## config.mk

```make
export PLATFORM = sky130hd
export DESIGN_NAME = contador_mod_updown_flat
export DESIGN_NICKNAME = d
export VERILOG_FILES = /design/src/rtl/contador_mod_updown_pkg.sv /design/src/rtl/contador_mod_updown_if.sv /design/src/rtl/contador_mod_updown_bin2gray.sv /design/src/rtl/contador_mod_updown.sv /design/src/flat_wrapper.sv
export SDC_FILE = /design/constraint.sdc
export NUM_CORES = 1
export LEC_CHECK = 0
export CORE_AREA = 2 2 39 41
export DETAILED_ROUTE_END_ITERATION = 12
export DIE_AREA = 0 0 41 43
export SETUP_SLACK_MARGIN = 0.02
export SYNTH_ARGS = -nofsm -noshare
export SYNTH_HDL_FRONTEND = slang
export SYNTH_HIERARCHICAL = 1
export SYNTH_SLANG_ARGS = --single-unit
```

## constraint.sdc

```tcl
create_clock -name clk -period 2.5 [get_ports clk]
set_input_delay 0.375 -clock clk [delete_from_list [all_inputs] [get_ports clk]]
set_output_delay 0.375 -clock clk [all_outputs]
set_load 0.02 [all_outputs]
```

## src/rtl/contador_mod_updown_pkg.sv

```systemverilog
// Shared definitions for the contador_mod_updown counter: direction encodings,
// the terminal-value helper and the parameter-legality check used at elaboration.
package contador_pkg;

  localparam logic DIR_UP   = 1'b1;
  localparam logic DIR_DOWN = 1'b0;

  // Widest legal counter is 16 bits, so 17 bits covers WIDTH+1 arithmetic.
  localparam int MAX_WIDTH = 16;

  // Value at which the counter wraps for the given direction.
  function automatic logic [MAX_WIDTH:0] term_value(input logic dir, input int unsigned modulus);
    if (dir == DIR_UP) begin
      return (MAX_WIDTH+1)'(modulus - 1);
    end
    return '0;
  endfunction

  // True when WIDTH is 2..16 and MODULUS is 2..2**WIDTH.
  function automatic bit params_ok(input int width, input int modulus);
    if (width < 2 || width > MAX_WIDTH) return 1'b0;
    if (modulus < 2 || modulus > (1 << width)) return 1'b0;
    return 1'b1;
  endfunction

endpackage

```

## src/rtl/contador_mod_updown_if.sv

```systemverilog
// Control and status bundle of contador_mod_updown.
// No valid/ready handshake here: en and load are level strobes sampled on every
// rising clk edge; q, q_gray and wrap are registered, tc is combinational.
interface contador_mod_updown_if #(
  parameter int WIDTH = 3
);
  logic             en;
  logic             w;
  logic             load;
  logic [WIDTH-1:0] d;
  logic [WIDTH-1:0] q;
  logic [WIDTH-1:0] q_gray;
  logic             tc;
  logic             wrap;

  modport master (output en, w, load, d, input q, q_gray, tc, wrap);
  modport slave  (input en, w, load, d, output q, q_gray, tc, wrap);
endinterface

```

## src/rtl/contador_mod_updown_bin2gray.sv

```systemverilog
// Combinational binary-to-Gray converter.
module bin2gray #(
  parameter int WIDTH = 3
) (
  input  logic [WIDTH-1:0] bin,
  output logic [WIDTH-1:0] gray
);

  // Each Gray bit is the XOR of neighbouring binary bits.
  always_comb begin
    gray = bin ^ (bin >> 1);
  end

endmodule

```

## src/rtl/contador_mod_updown.sv

```systemverilog
// Parametrised up/down modulo counter with enable, parallel load, terminal
// count, registered wrap pulse and registered Gray copy of the count.
// Build option: define CONTADOR_SAT_EN for saturating instead of wrapping.
module contador_mod_updown
  import contador_pkg::*;
#(
  parameter int WIDTH   = 3,
  parameter int MODULUS = 2**WIDTH
) (
  input  logic                  clk,
  input  logic                  rst,
  contador_mod_updown_if.slave  bus
);

  localparam int                CW    = WIDTH + 1;
  localparam logic [WIDTH:0]    MOD_X = CW'(MODULUS);
  localparam logic [WIDTH-1:0]  MAX_Q = WIDTH'(MODULUS - 1);

  if (!params_ok(WIDTH, MODULUS)) begin : g_bad_params
    $error("contador_mod_updown: illegal WIDTH/MODULUS combination");
  end

  logic [WIDTH-1:0] q_q, q_d;
  logic [WIDTH-1:0] gray_q, gray_d;
  logic             wrap_q, wrap_d;
  logic [WIDTH:0]   q_x, d_x, term_x;
  logic             at_term;

  // Compare at WIDTH+1 bits so MODULUS=2**WIDTH is representable.
  assign q_x     = {1'b0, q_q};
  assign d_x     = {1'b0, bus.d};
  assign term_x  = CW'(term_value(bus.w, MODULUS));
  assign at_term = (q_x == term_x);

  // Terminal count ignores load on purpose.
  assign bus.tc = bus.en & at_term;

  // Next count: load beats enable; terminal value wraps (or saturates).
  always_comb begin
    q_d    = q_q;
    wrap_d = 1'b0;
    if (bus.load) begin
      q_d = (d_x < MOD_X) ? bus.d : MAX_Q;
    end else if (bus.en) begin
      if (at_term) begin
`ifdef CONTADOR_SAT_EN
        q_d = q_q;
`else
        q_d    = (bus.w == DIR_UP) ? '0 : MAX_Q;
        wrap_d = 1'b1;
`endif
      end else if (bus.w == DIR_UP) begin
        q_d = WIDTH'(q_x + CW'(1));
      end else begin
        q_d = WIDTH'(q_x - CW'(1));
      end
    end
  end

  bin2gray #(.WIDTH(WIDTH)) u_bin2gray (
    .bin  (q_d),
    .gray (gray_d)
  );

  // Count, Gray copy and wrap pulse all update on the same edge.
  always_ff @(posedge clk) begin
    if (rst) begin
      q_q    <= '0;
      gray_q <= '0;
      wrap_q <= 1'b0;
    end else begin
      q_q    <= q_d;
      gray_q <= gray_d;
      wrap_q <= wrap_d;
    end
  end

  assign bus.q      = q_q;
  assign bus.q_gray = gray_q;
  assign bus.wrap   = wrap_q;

endmodule

```

## src/flat_wrapper.sv

```systemverilog
// flat-port wrapper written by rule: the top's interface ports become plain ports
module contador_mod_updown_flat import contador_pkg::*;
#(
  parameter int WIDTH   = 3,
  parameter int MODULUS = 2**WIDTH
)
  (clk, rst, bus_en, bus_w, bus_load, bus_d, bus_q, bus_q_gray, bus_tc, bus_wrap);
  contador_mod_updown_if #(.WIDTH(WIDTH)) bus_i ();
  input  logic clk;
  input  logic rst;
  input wire logic [$bits(bus_i.en)-1:0] bus_en;
  input wire logic [$bits(bus_i.w)-1:0] bus_w;
  input wire logic [$bits(bus_i.load)-1:0] bus_load;
  input wire logic [$bits(bus_i.d)-1:0] bus_d;
  output wire logic [$bits(bus_i.q)-1:0] bus_q;
  output wire logic [$bits(bus_i.q_gray)-1:0] bus_q_gray;
  output wire logic [$bits(bus_i.tc)-1:0] bus_tc;
  output wire logic [$bits(bus_i.wrap)-1:0] bus_wrap;
  assign bus_i.en = bus_en;
  assign bus_i.w = bus_w;
  assign bus_i.load = bus_load;
  assign bus_i.d = bus_d;
  assign bus_q = bus_i.q;
  assign bus_q_gray = bus_i.q_gray;
  assign bus_tc = bus_i.tc;
  assign bus_wrap = bus_i.wrap;
  contador_mod_updown #(.WIDTH(WIDTH), .MODULUS(MODULUS)) u_core (.clk(clk), .rst(rst), .bus(bus_i));
endmodule
```

Word-level counts from Yosys, hierarchy flattened
Cells that the tools add are included.

Flip-flop bits (word level): 7. Bits in latches: 0. RAM bits: 0. Memory bits (read-only): 0. Bits of input ports: 8. Output and inout port bits: 8. Memories: 0.

$add $sub $neg: 2. Multiply operators: 0. Divide/modulo/power cells: 0. Order comparisons: 1. Equality and inequality tests: 1. Shifts and indexed selects: 0. Multiplexer cells: 10. Bitwise gates (word level): 3. Reduce and logical (&&, ||, !) cells: 1.

Operators by type and width (number): $mux W3 (6); $mux W4 (2); $eq A3 B4 Y1 (1); $lt A3 B4 Y1 const B (1); $add A3 B1 Y3 const B (1); $reduce_or A3 Y1 (1); $sub A3 B1 Y3 const B (1); $xor A3 B2 Y3 (1); $mux W1 (2); $and A1 B1 Y1 (1); $not A1 Y1 (1).

Logic depth before layout (Yosys ltp)
Gate-level depths: netlist of run 1.

Word-level depth: 7. Mapped depth: 9.

Cells and area by module
Netlist of run 1, hierarchy kept.

Modules (own cells, without submodules): contador_mod_updown (instances 1, cells an instance 43, area each 391.6 um^2, seq. area each 140.1 um^2); bin2gray (instances 1, cells an instance 3, area each 25.0 um^2, seq. area each 0.0 um^2).

Worst setup path before layout of run 1
Ideal clock, no wire load.

Kind: in2reg. From: input port bus_w. To: register u_core.gray_q[1], in the netlist u_core/bus.q_gray[1]. Arrival time: 1.899 ns. Data required time: 2.386 ns. Path slack: 0.487 ns. Stages: 9. Buffers on the path: 1. Path through: buf_6 inv_1 fa_1 nor3b_1 nor3_1 a21oi_1 o31ai_1 xor2_1 nor2b_1.

Longest elaborated chain between the ends: 7.

Ends and longest elaborated chain: from (decl) (RTL line flat_wrapper.sv:12) `input wire logic [$bits(bus_i.w)-1:0] bus_w;`; $mux W1 (RTL line contador_mod_updown_pkg.sv:13) `if (dir == DIR_UP) begin`; $mux W4 (RTL line contador_mod_updown_pkg.sv:16) `return '0;`; $eq A3 B4 Y1 (RTL line contador_mod_updown.sv:33) `assign at_term = (q_x == term_x);`; $mux W3 (*) (RTL line contador_mod_updown.sv:45) `if (at_term) begin`; $mux W3 (*) (RTL line contador_mod_updown.sv:44) `end else if (bus.en) begin`; $mux W3 (*) (RTL line contador_mod_updown.sv:42) `if (bus.load) begin`; net u_core.q_d[2] (RTL line contador_mod_updown.sv:23) `logic [WIDTH-1:0] q_q, q_d;`; $xor A3 B2 Y3 (*) (RTL line contador_mod_updown_bin2gray.sv:11) `gray = bin ^ (bin >> 1);`; net u_core.gray_d[1] (RTL line contador_mod_updown.sv:24) `logic [WIDTH-1:0] gray_q, gray_d;`; to (signal assigned) (RTL line contador_mod_updown.sv:73) `gray_q <= gray_d;`; to (decl) (RTL line contador_mod_updown.sv:24).

The timed path passes the listed nets; every way through them passes the cells marked *. A chain may end at the register's enable or synchronous reset.

Worst setup path in the final report of run 1
Same ends and word-level chain as after synthesis.

==> results.md, run 1 <==
- The worst setup path is of the primary input to flop kind.
- The via count of the first global-routing pass is 359.
- Synthesis handed over a netlist of 46 instances.
- Dividing the detail-routed wire length by the instance count gives 10.9 microns.
- For the worst flop-to-flop path, the logic depth is 7.
- The critical path starts at bus_w.
- In this run the worst path has a maximum fanout of 4.
- The die footprint is 1760 sq um.
- The capture instance of the worst register-to-register path is u_core/bus.q_gray[1].
- Across all register-to-register paths, the minimum setup slack is 0.60 ns.
- The kind of path behind the tightest hold check is flop to flop.
- The maximum operating frequency is 450 MHz.
- The basic-gate share of the synthesized area counting and, or, nand and nor cells is 0.321.
- Of the post-synthesis cell area, the dominant cell type holds 0.336.
- The critical path required time is 2.63 ns.
- The worst IR drop on VDD is 0.000158 V.
- At the end of routability-driven placement, the weighted congestion stood at 0.692.
- The library cells used most frequently in the layout, excluding fill and tap cells, are 14 x sky130_fd_sc_hd__clkdlybuf4s50_1, 7 x sky130_fd_sc_hd__dfxtp_1, 6 x sky130_fd_sc_hd__nor2b_1, 4 x sky130_fd_sc_hd__buf_4.
- The complex-gate fraction of the synthesized area was 0.126.
- The final clock period utilization by the worst path is 0.889.
- The sum of negative setup slack is 0 ns.
- The placed instances occupy a cell area of 598 sq um.
- Ranked by total cell area, the synthesized netlist is headed by sky130_fd_sc_hd__dfxtp_1 34%, sky130_fd_sc_hd__nor2b_1 9.0%, sky130_fd_sc_hd__xor2_1 6.3%.
- The mapped netlist covers 417 sq um.
- The transition time at the pin with the least slew margin is 0.325 ns.
- TritonCTS built the clock tree.
- The synthesized design contains 7 register bits.
- The finished layout cell area is 627 sq um.
- Dividing total power by cell area gives a power density of 544 nW/um^2.
- In this run the post-CTS setup repair buffer count came out at 0.
- Of the cells placed in the final design, the portion with a size suffix greater than 1 is 0.134.
- The clock reaches the later pin of the worst-skew pair after 0.25 ns.
- 0 antenna diodes ended up in the layout.
- The layout overhead on the synthesized area is 50.5%.
- The worst path needs 2.22 ns of the cycle, external delays included.
- The clock tree buffer depth is 2.
- The final setup slack of the worst path is 0.277 ns.
- The critical path capture point is u_core/bus.q_gray[1].
- The post-place setup slack is -0.00531 ns.
- The number of vias per cell is 4.75.
- For this block, the routed nets add up to 901 microns of wire.
- The first routing iteration left 8 violations.
- For the worst setup path, the data arrival time is 2.35 ns.
- The vias after detailed routing is 394.
- For this design the top-level I/O count stands at 16.
- The nature of the critical path endpoint is a flop.
- The mux contribution to synthesized area is 0.
- The post-route worst hold slack is 0.736 ns.
- The hold violation total from the final report is 0.
- The startpoint identified for the worst register-to-register timing path is u_core/bus.q[0].
- The detailed placement HPWL is 665 microns.
- The initial utilization of the core area, before any placement, comes to 0.301.
- Of the total synthesized cell area, the portion taken by XOR and XNOR cells is 0.0841.
- The final count of pins violating max slew came to 0.
- The clock arrives with 0.00298 ns of skew.
- The remaining routing DRC violations is 0.
- The width of the die is 41 microns.
- The share of synthesized cell area in full adder, half adder and majority cells is 0.0781.
- The first global-routing pass estimated 1410 microns of wire.
- Across every metal layer, demand over resource in global routing totals 0.121.
- Entering global routing, the biggest net connects 10 pins.
- The mean post-synth cell area is 9.06 sq um.
- The clock slew at the register clock pins of the worst setup and hold paths is 0.05 ns.
- The cell count after placement is 79.
- The height of the chip is 43 microns.
- The number of antenna violations at the first check in global routing is 0.
- CTS built an H-tree with a depth of 1.
- In this run, CTS created clock tree buffers numbering 3.
- Of the synthesized area, sequential elements account for 0.336.
- Setup repair after global routing left no endpoint under its margin.
- The pre-antenna-repair detailed-routing pass consisted of 4 iterations.
- The largest total area in the synthesized netlist belongs to sky130_fd_sc_hd__dfxtp_1.
- Once detail routing completed, the nets flagged for antenna violations numbered 0.
- The number of nets produced by synthesis is 56.
- The count of cells in the finished layout, fillers not included, comes to 83.
- The count of port buffers added during placement is 15.
- The largest family of logic cells by synthesized area is simple AND/OR/NAND/NOR gates.
- The residual overflow from global routing is 0.
- The commonest non-fill, non-tap cell in the layout is sky130_fd_sc_hd__clkdlybuf4s50_1.
- The number of warnings reported in the yosys synthesis log is 6.
- In this run the static leakage power is 0.255 nW.
- In this run the clock root is driven by a sky130_fd_sc_hd__clkbuf_4.
- Row generation in the floorplan step produced 14 rows.
- The worst setup path is launched from a primary input.
- Setup violations remaining at the end of the flow were counted as 0.
- The number of nets in the finished design is 78.
- The clock net in this run drives a total of 7 sinks.
- The number of maximum-capacitance constraint violations is 0.
- The core box area is 1380 sq um.
- The run finished with clean final reports.
- The netlist uses 26 different library cells.
- The relative max-transition margin is 0.782.
-- cells in the mapped netlist --
master                     n
sky130_fd_sc_hd__nand4_1   1
sky130_fd_sc_hd__fa_1      1
sky130_fd_sc_hd__nor3b_1   2
sky130_fd_sc_hd__o32ai_1   1
sky130_fd_sc_hd__o21ai_1   2
sky130_fd_sc_hd__buf_4     1
sky130_fd_sc_hd__nor2b_1   6
sky130_fd_sc_hd__nand3b_1  1
sky130_fd_sc_hd__xnor2_1   1
sky130_fd_sc_hd__inv_1     1
sky130_fd_sc_hd__a21oi_1   2
sky130_fd_sc_hd__or3_1     1
sky130_fd_sc_hd__or2_1     1
sky130_fd_sc_hd__buf_6     1
sky130_fd_sc_hd__nand2_1   3
sky130_fd_sc_hd__nor3_1    2
sky130_fd_sc_hd__xor2_1    3
sky130_fd_sc_hd__nor3b_2   1
sky130_fd_sc_hd__nor2_1    2
sky130_fd_sc_hd__o31ai_1   1
sky130_fd_sc_hd__nor4b_1   1
sky130_fd_sc_hd__ha_1      1
sky130_fd_sc_hd__a21oi_2   1
sky130_fd_sc_hd__dfxtp_1   7
sky130_fd_sc_hd__nand3_1   1
sky130_fd_sc_hd__a22oi_1   1
-- final cells by class --
type	count	area, sq um
sequential	7	140
tap	16	20.0
inverter	1	3.75
fill	142	757
clock buffer	4	26.3
multi-input combinational	36	254
timing repair buffer	19	183
-- worst min-delay path by stage --
stage	start	to	slack (ns)	cells past startpoint
finish	u_core/bus.q[2]	u_core/bus.wrap	0.74	3
CTS	u_core/bus.q[2]	u_core/bus.wrap	0.74	3
global route	u_core/bus.q[2]	u_core/bus.wrap	0.78	3
floorplan	bus_load	u_core/bus.wrap	0.44	1
global placement	u_core/bus.q[2]	u_core/bus.wrap	0.74	3
detailed placement	u_core/bus.q[2]	u_core/bus.wrap	0.73	3
-- worst max-delay path: stages --
cell and delay (ns):
sky130_fd_sc_hd__clkdlybuf4s50_1 0.51, sky130_fd_sc_hd__inv_1 0.09, sky130_fd_sc_hd__fa_1 0.43, sky130_fd_sc_hd__nor3b_1 0.15, sky130_fd_sc_hd__nor3_1 0.16, sky130_fd_sc_hd__a21oi_1 0.08
sky130_fd_sc_hd__o31ai_1 0.32, sky130_fd_sc_hd__xor2_1 0.10, sky130_fd_sc_hd__nor2b_1 0.14
-- through the flow --
stage	total power, W	utilization
global route	0.000364	0.453
detailed placement	0.000240	0.432
CTS	0.000345	0.451
floorplan	0.000193	-
global placement	0.000240	0.432
finish	0.000341	0.453
-- logic make-up (layout without fill, tap and decap cells) --
family                     count (synthesis)  count (layout)
buffers and inverters                      3              24
and+or+nand+nor                           22              22
DFF                                        7               7
adders and majority gates                  2               2
AOI/OAI and AO/OA                          8               8
xor gates and xnor gates                   4               4
-- layer usage --
layer	share of wire	vias to the layer above	GRT usage
met2	0.43	16	0.169
met4	0.0089	0	0.0800
met3	0.081	2	0.0471
met1	0.48	174	0.146
met5	0	-	0
li1	-	202	-
-- sequential cells by signal, summed over array words and instances, names as in the netlist --
register / count
u_core/bus.q_gray: 3
u_core/bus.wrap: 1
u_core/bus.q: 3
-- report_power, final --
part	internal [W]	switching (W)	total, W
clock	0.0000610	0.0000426	0.000104
sequential	0.000122	0.00000921	0.000131
combinational	0.0000575	0.0000486	0.000106
-- repair_timing --
| item | CTS | global route |
|---|---|---|
| endpoints found under the setup margin | 0 | 1 |
| hold buffers | 0 | 0 |
| gates resized for setup | 0 | 1 |
| endpoints found under the hold margin | 0 | 0 |
No activity file was read; power rests on OpenSTA's default activity.
==> run 2, diff against run 1 <==
--- a/config.mk
+++ b/config.mk
@@ -8,7 +8,7 @@
 export CORE_AREA = 2 2 39 41
 export DETAILED_ROUTE_END_ITERATION = 12
 export DIE_AREA = 0 0 41 43
-export SETUP_SLACK_MARGIN = 0.02
+export SETUP_SLACK_MARGIN = 0.4
 export SYNTH_ARGS = -nofsm -noshare
 export SYNTH_HDL_FRONTEND = slang
 export SYNTH_HIERARCHICAL = 1
==> run 2 against run 1 <==
Net effect: power up 1.0%; worst setup slack better by 0.33 ns; wire length down 0.22%; combinational power up 4%; die area unchanged; largest cell class unchanged; first-iteration DRC count down 13%; largest power group unchanged.
==> results.md, run 2 (synthesis gave the netlist of run 1 again) <==
- Dividing total power by cell area gives a power density of 542 nW/um^2.
- The final count of pins violating max slew was 0.
- The overall power after layout is 0.000344 W.
- The category of the critical setup timing path is flop to output port.
- The layout cell share with drive strength beyond 1 is 0.162.
- The sequential cell area is 140 sq um.
- The core box area is 1380 sq um.
- The maximum operating frequency is 529 MHz.
- The number of core rows is 14.
- Setup violations remaining at the end of the flow were counted as 0.
- Once layout is done, the placed cells without fillers occupy 636 sq um.
- Across the run, the number of max-cap violations was 0.
- The final critical path time including I/O delays and setup is 1.89 ns.
- The area of placed instances is 598 sq um.
- The residual overflow from global routing is 0.
- The final layout contains 79 nets.
- The hold violation total from the final report is 0.
- The min-delay analysis places its worst path in the category flop to flop.
- From synthesis to final layout, the design area changed by 52.6%.
- The clock latency on the worst-skew pair is 0.25 ns.
- The detailed-routing iteration count for the pre-antenna-repair pass is 4.
- The clock slew at the register clock pins of the worst setup and hold paths is 0.05 ns.
- For this run, the total global-route usage over all layers was measured as 0.122.
- For this run, design rule violations remaining after detail routing come to 0.
- The run finished with clean final reports.
- The number of antenna violations at the first check in global routing is 0.
- The initial utilization of the core area, before any placement, comes to 0.301.
- No sink is reached through more buffers than the 2 on the longest clock path.
- The DRC marker count from the first detailed-route iteration is 7.
- The commonest non-fill, non-tap cell in the layout is sky130_fd_sc_hd__clkdlybuf4s50_1.
- Setup repair after global routing left no endpoint under its margin.
- In the layout the commonest cells are 13 x sky130_fd_sc_hd__clkdlybuf4s50_1, 7 x sky130_fd_sc_hd__dfxtp_1, 6 x sky130_fd_sc_hd__nor2b_1, 5 x sky130_fd_sc_hd__buf_4.
- TritonCTS built the clock tree.
- The filler cell count is 140.
- The count of buffers added on input and output ports is 15.
- CTS built an H-tree with a depth of 1.
- At the end of routability-driven placement, the weighted congestion stood at 0.692.
- The data arrival at the endpoint of the critical path is 1.52 ns.
- STA classifies the critical path startpoint as a flop.
- The number of sinks driven by the clock tree is 7.
- The average detailed-routed wire length per instance is 10.7 microns.
- The total wire length is 899 microns.
- The largest net degree at the start of global routing is 10.
- The width of the die is 41 microns.
- The via count of the first global-routing pass came to 368.
- The vias after detailed routing is 402.
- The cell sitting at the root of the clock tree is a sky130_fd_sc_hd__clkbuf_4.
- The final clock period utilization by the worst path is 0.756.
- 0 antenna diodes ended up in the layout.
- Headroom to the max-slew limit came out at 0.785.
- The top-level I/O count is 16.
- The first global-routing pass estimated 1420 microns of wire.
- On the final layout, the worst clock skew is 0.00310 ns.
- The number of vias per cell is 4.79.
- In the final layout, the multi-input gates occupy 259 sq um.
- Data on the critical path is required at its endpoint by 2.12 ns.
- Measured along the y axis, the die boundary spans 43 microns.
- At the pin with the least slew margin, the transition time is 0.322 ns.
- The detailed placement HPWL is 665 microns.
- The worst IR drop on VDD is 0.000174 V.
- The floorplan step defined a die boundary enclosing 1760 sq um.
- The leakage power figure is 0.247 nW.
- The TritonCTS buffer count is 3.
- STA classifies the critical path endpoint as an output port.
- The number of routed nets with antenna violations is 0.
- The highest net fanout along the worst path is 9.
run 2: through the flow:
step | instances | setup TNS, ns | utilization | setup WS (ns) | hold WS, ns
detailed placement | 79 | -0.00531 | 0.432 | -0.00531 | 0.732
global placement | 79 | 0 | 0.432 | 0.0177 | 0.736
finish | 84 | 0 | 0.459 | 0.610 | 0.738
CTS | 84 | 0 | 0.459 | 0.528 | 0.739
global route | 84 | 0 | 0.459 | 0.417 | 0.783
floorplan | 46 | 0 | - | 0.487 | 0.444
run 2: layer usage:
| metal | wire length (microns) | track usage | share of wire | up-vias |
|---|---|---|---|---|
| li1 | - | - | - | 205 |
| met1 | 425 | 0.149 | 0.47 | 179 |
| met2 | 397 | 0.169 | 0.44 | 16 |
| met3 | 68 | 0.0471 | 0.076 | 2 |
| met4 | 8 | 0.0800 | 0.0089 | 0 |
| met5 | 0 | 0 | 0 | - |
run 2: power by group:
group	internal, W	total [W]	switching [W]
clock	0.0000610	0.000104	0.0000426
sequential	0.000122	0.000131	0.00000915
combinational	0.0000601	0.000110	0.0000497
run 2: path summary, 6_finish.rpt:
path	from	to	slack, ns	cells past startpoint
worst max-delay path	u_core/bus.q[2]	bus_tc	0.61	3
worst min-delay path	u_core/bus.q[2]	u_core/bus.wrap	0.74	3
worst max register to register	u_core/bus.q[0]	u_core/bus.q_gray[1]	0.67	8
worst min register to register	u_core/bus.q[2]	u_core/bus.wrap	0.74	3
run 2: worst max-delay path: stages (launching register included):
cell	delay, ns
sky130_fd_sc_hd__dfxtp_1	0.38
sky130_fd_sc_hd__or3_1	0.41
sky130_fd_sc_hd__a21oi_2	0.16
sky130_fd_sc_hd__clkdlybuf4s15_1	0.31
run 2: what timing repair did:
item,4_1_cts,5_1_grt
endpoints found under the setup margin,4,1
resized for setup,4,0
buffers inserted,1,0
hold buffers,0,0
pin swaps,1,1
run 2: area by class of cell:
| class | instances | share of cell area |
|---|---|---|
| multi-input combinational | 36 | 0.407 |
| timing repair buffer | 20 | 0.293 |
| sequential | 7 | 0.220 |
| clock buffer | 4 | 0.0413 |
| tap | 16 | 0.0315 |
| inverter | 1 | 0.00591 |
==> run 3, diff against run 2 <==
==> constraint.sdc (replaced) <==
create_clock -name clk -period 1.6 [get_ports clk]
set_input_delay 0.24 -clock clk [delete_from_list [all_inputs] [get_ports clk]]
set_output_delay 0.24 -clock clk [all_outputs]
set_load 0.02 [all_outputs]
==> run 3 against run 2 <==
Net effect: the run now ends with negative setup slack left; die area unchanged; via count up 7.5%; sequential cell count unchanged; worst setup slack lost 0.70 ns; sequential power up 52%; power is 68% higher; global-route usage grew 0.63 points; core utilization is 10 points higher; critical endpoint is now u_core/bus.q_gray[1]; largest cell class unchanged.
==> results.md, run 3 (synthesis gave the netlist of run 1 again) <==
- The category of the critical setup timing path is flop to flop.
- The flow ran to the end, but the final reports show violations.
- Counting both buffers and inverters, the worst setup path holds a total of 0.
- The final critical path time including I/O delays and setup is 1.69 ns.
- The signal on the critical path passes through fa_2 > nor3b_2 > nor3_1 > a21oi_1 > o31ai_2 > xor2_1 > nor2b_1.
- STA classifies the critical path endpoint as a flop.
- The DRC marker count from the first detailed-route iteration is 5.
- The count of port buffers added during placement is 15.
- In this run the power density over the cells is 743 nW/um^2.
- Clock-pin slew was measured on the worst setup and hold paths at 0.05 ns.
- The worst IR drop on VDD is 0.000314 V.
- The overall power after layout is 0.000577 W.
- The detailed placement HPWL is 774 microns.
- The worst setup skew after layout is 0.00143 ns.
- The post-place setup slack is -0.650 ns.
- The layout cell share with drive strength beyond 1 is 0.462.
- The final count of negative-setup-slack endpoints is 2.
- Across every metal layer, demand over resource in global routing totals 0.128.
- Clock tree synthesis found a total of 7 sinks.
- Leaving out fill and tap cells, the most frequent cells in the layout are 14 x sky130_fd_sc_hd__buf_4, 6 x sky130_fd_sc_hd__clkdlybuf4s50_1, 6 x sky130_fd_sc_hd__nor2b_1, 4 x sky130_fd_sc_hd__dlygate4sd2_1, 4 x sky130_fd_sc_hd__dfxtp_1.
- The finished layout holds 94 standard cells, fillers aside.
- The number of vias per cell is 4.60.
- The critical path's largest stage delay is 0.35 ns.
- Setup repair after global routing could not meet its margin everywhere.
- Routability-driven placement finished with a final weighted congestion of 0.703.
- The commonest non-fill, non-tap cell in the layout is sky130_fd_sc_hd__buf_4.
- Counting the fill cells in the layout gives 149.
- The number of antenna violations at the first check in global routing came to 0.
- The detailed router placed 432 vias in this run.
- The total area inside the core boundary comes to 1380 sq um.
- The via count of the first global-routing pass is 365.
- The number of routed nets with antenna violations is 0.
- The number of nets in the finished design is 89.
- Across the run, the number of max-cap violations was 0.
- The longest clock path from root to sink contains 2 buffers.
- The leakage power figure is 0.330 nW.
- The kind of path behind the tightest hold check is primary input to flop.
- The TritonCTS buffer count is 3.
- The clock tree from TritonCTS is yes.
- The clock root buffer master is sky130_fd_sc_hd__clkbuf_4.
- Adding up every negative setup slack in the final design gives -0.0970 ns.
- In this run, post-CTS hold repair placed 0 buffers.
- Data arrives at the worst endpoint at 1.87 ns.
- The hold violation total from the final report is 0.
- The startpoint kind of the worst setup timing path is a flop.
- The cell count after placement is 88.
- The transition time at the pin with the least slew margin is 0.257 ns.
- The average detailed-routed wire length per instance is 10.6 microns.
- In the routed design, unresolved DRC markers number 0.
- The die footprint is 1760 sq um.
- The final count of pins violating max slew came to 0.
- In this run the tightest slew margin relative to its limit is 0.826.
- The final clock period utilization by the worst path is 1.06.
- The checks that failed: negative setup slack.
- The first global-routing pass estimated 1520 microns of wire.
- The floorplan has 14 rows.
- The highest net fanout along the worst path is 2.
- The highest-delay cell along the critical path is sky130_fd_sc_hd__dfxtp_4.
- After global routing the overflow that remains totals 0.
- The detailed-routing iteration count for the pre-antenna-repair pass is 4.
- The final setup slack of the worst path is -0.0887 ns.
- Entering global routing, the biggest net connects 9 pins.
- The width of the die is 41 microns.
- The area growth from synthesis to layout is 86.5%.
- The post-route worst hold slack is 0.687 ns.
- Broken down by cell family, the worst path's largest delay share belongs to simple AND/OR/NAND/NOR gates.
- The critical path required time is 1.78 ns.
- The total inserted antenna cells is 0.
- The height of the chip is 43 microns.
- Static timing analysis puts the maximum clock frequency at 592 MHz.
- The initial utilization of the core area, before any placement, comes to 0.301.
- The top-level I/O count is 16.
- The total wire length is 1000 microns.
- Clock latency on the worst-skew pair, taken at its later pin, is 0.24 ns.
- The maximum level of the CTS H-tree is 1.
==> run 3: cell count changes in the layout (fill, tap and decap cells not counted), moves of 3 or more <==
| cell | previous run | this run |
|---|---|---|
| sky130_fd_sc_hd__buf_4 | 5 | 14 |
| sky130_fd_sc_hd__buf_6 | 0 | 3 |
| sky130_fd_sc_hd__clkdlybuf4s50_1 | 13 | 6 |
| sky130_fd_sc_hd__dfxtp_1 | 7 | 4 |
| sky130_fd_sc_hd__dfxtp_4 | 0 | 3 |
| sky130_fd_sc_hd__dlygate4sd2_1 | 1 | 4 |
==> run 3: through the flow <==
stage	utilization	cell area, sq um
2_1_floorplan	-	465
5_1_grt	0.561	777
3_5_place_dp	0.510	706
6_report	0.561	777
3_3_place_gp	0.510	706
4_1_cts	0.532	736
==> run 3: routing by layer <==
metal | vias up | part of all wire | global-route usage
li1 | 223 | - | -
met1 | 198 | 0.46 | 0.160
met2 | 11 | 0.49 | 0.197
met3 | 0 | 0.046 | 0.0471
met4 | 0 | 0 | 0.0400
met5 | - | 0 | 0
==> run 3: timing repair <==
| item | 4_1_cts | 5_1_grt |
|---|---|---|
| endpoints found under the setup margin | 14 | 7 |
| resized for setup | 22 | 8 |
| gates cloned | 0 | 0 |
| setup buffers | 1 | 1 |
==> run 3: worst register-to-register path: stages (launching register included) <==
cell and delay (ns):
sky130_fd_sc_hd__dfxtp_4 0.35, sky130_fd_sc_hd__fa_2 0.35, sky130_fd_sc_hd__nor3b_2 0.15, sky130_fd_sc_hd__nor3_1 0.16, sky130_fd_sc_hd__a21oi_1 0.08, sky130_fd_sc_hd__o31ai_2 0.24, sky130_fd_sc_hd__xor2_1 0.16, sky130_fd_sc_hd__nor2b_1 0.13
==> run 3: worst paths after layout <==
kind | startpoint | end | slack, ns | cells after the start
min reg2reg | u_core/bus.q[2] | u_core/bus.wrap | 0.69 | 3
min | bus_d[0] | u_core/bus.q[0] | 0.69 | 4
max reg2reg | u_core/bus.q[0] | u_core/bus.q_gray[1] | -0.09 | 7
max | u_core/bus.q[0] | u_core/bus.q_gray[1] | -0.09 | 7
==> run 3: layout make-up <==
cell class                      instances  area [sq um]  share of cell area
Sequential cell                         7           151               0.195
Multi-Input combinational cell         36           314               0.404
Timing Repair Buffer                   30           259               0.333
Clock buffer                            4          26.3              0.0338
Tap cell                               16          20.0              0.0258
Inverter                                1          6.26             0.00805
==> run 3: report_power, final <==
group          leakage (nW)  switching [W]  total, W  internal [W]
sequential           0.0598     0.00000850  0.000199      0.000190
combinational         0.256       0.000101  0.000224      0.000123
clock                0.0150      0.0000596  0.000154     0.0000948
total                 0.330       0.000169  0.000577      0.000408
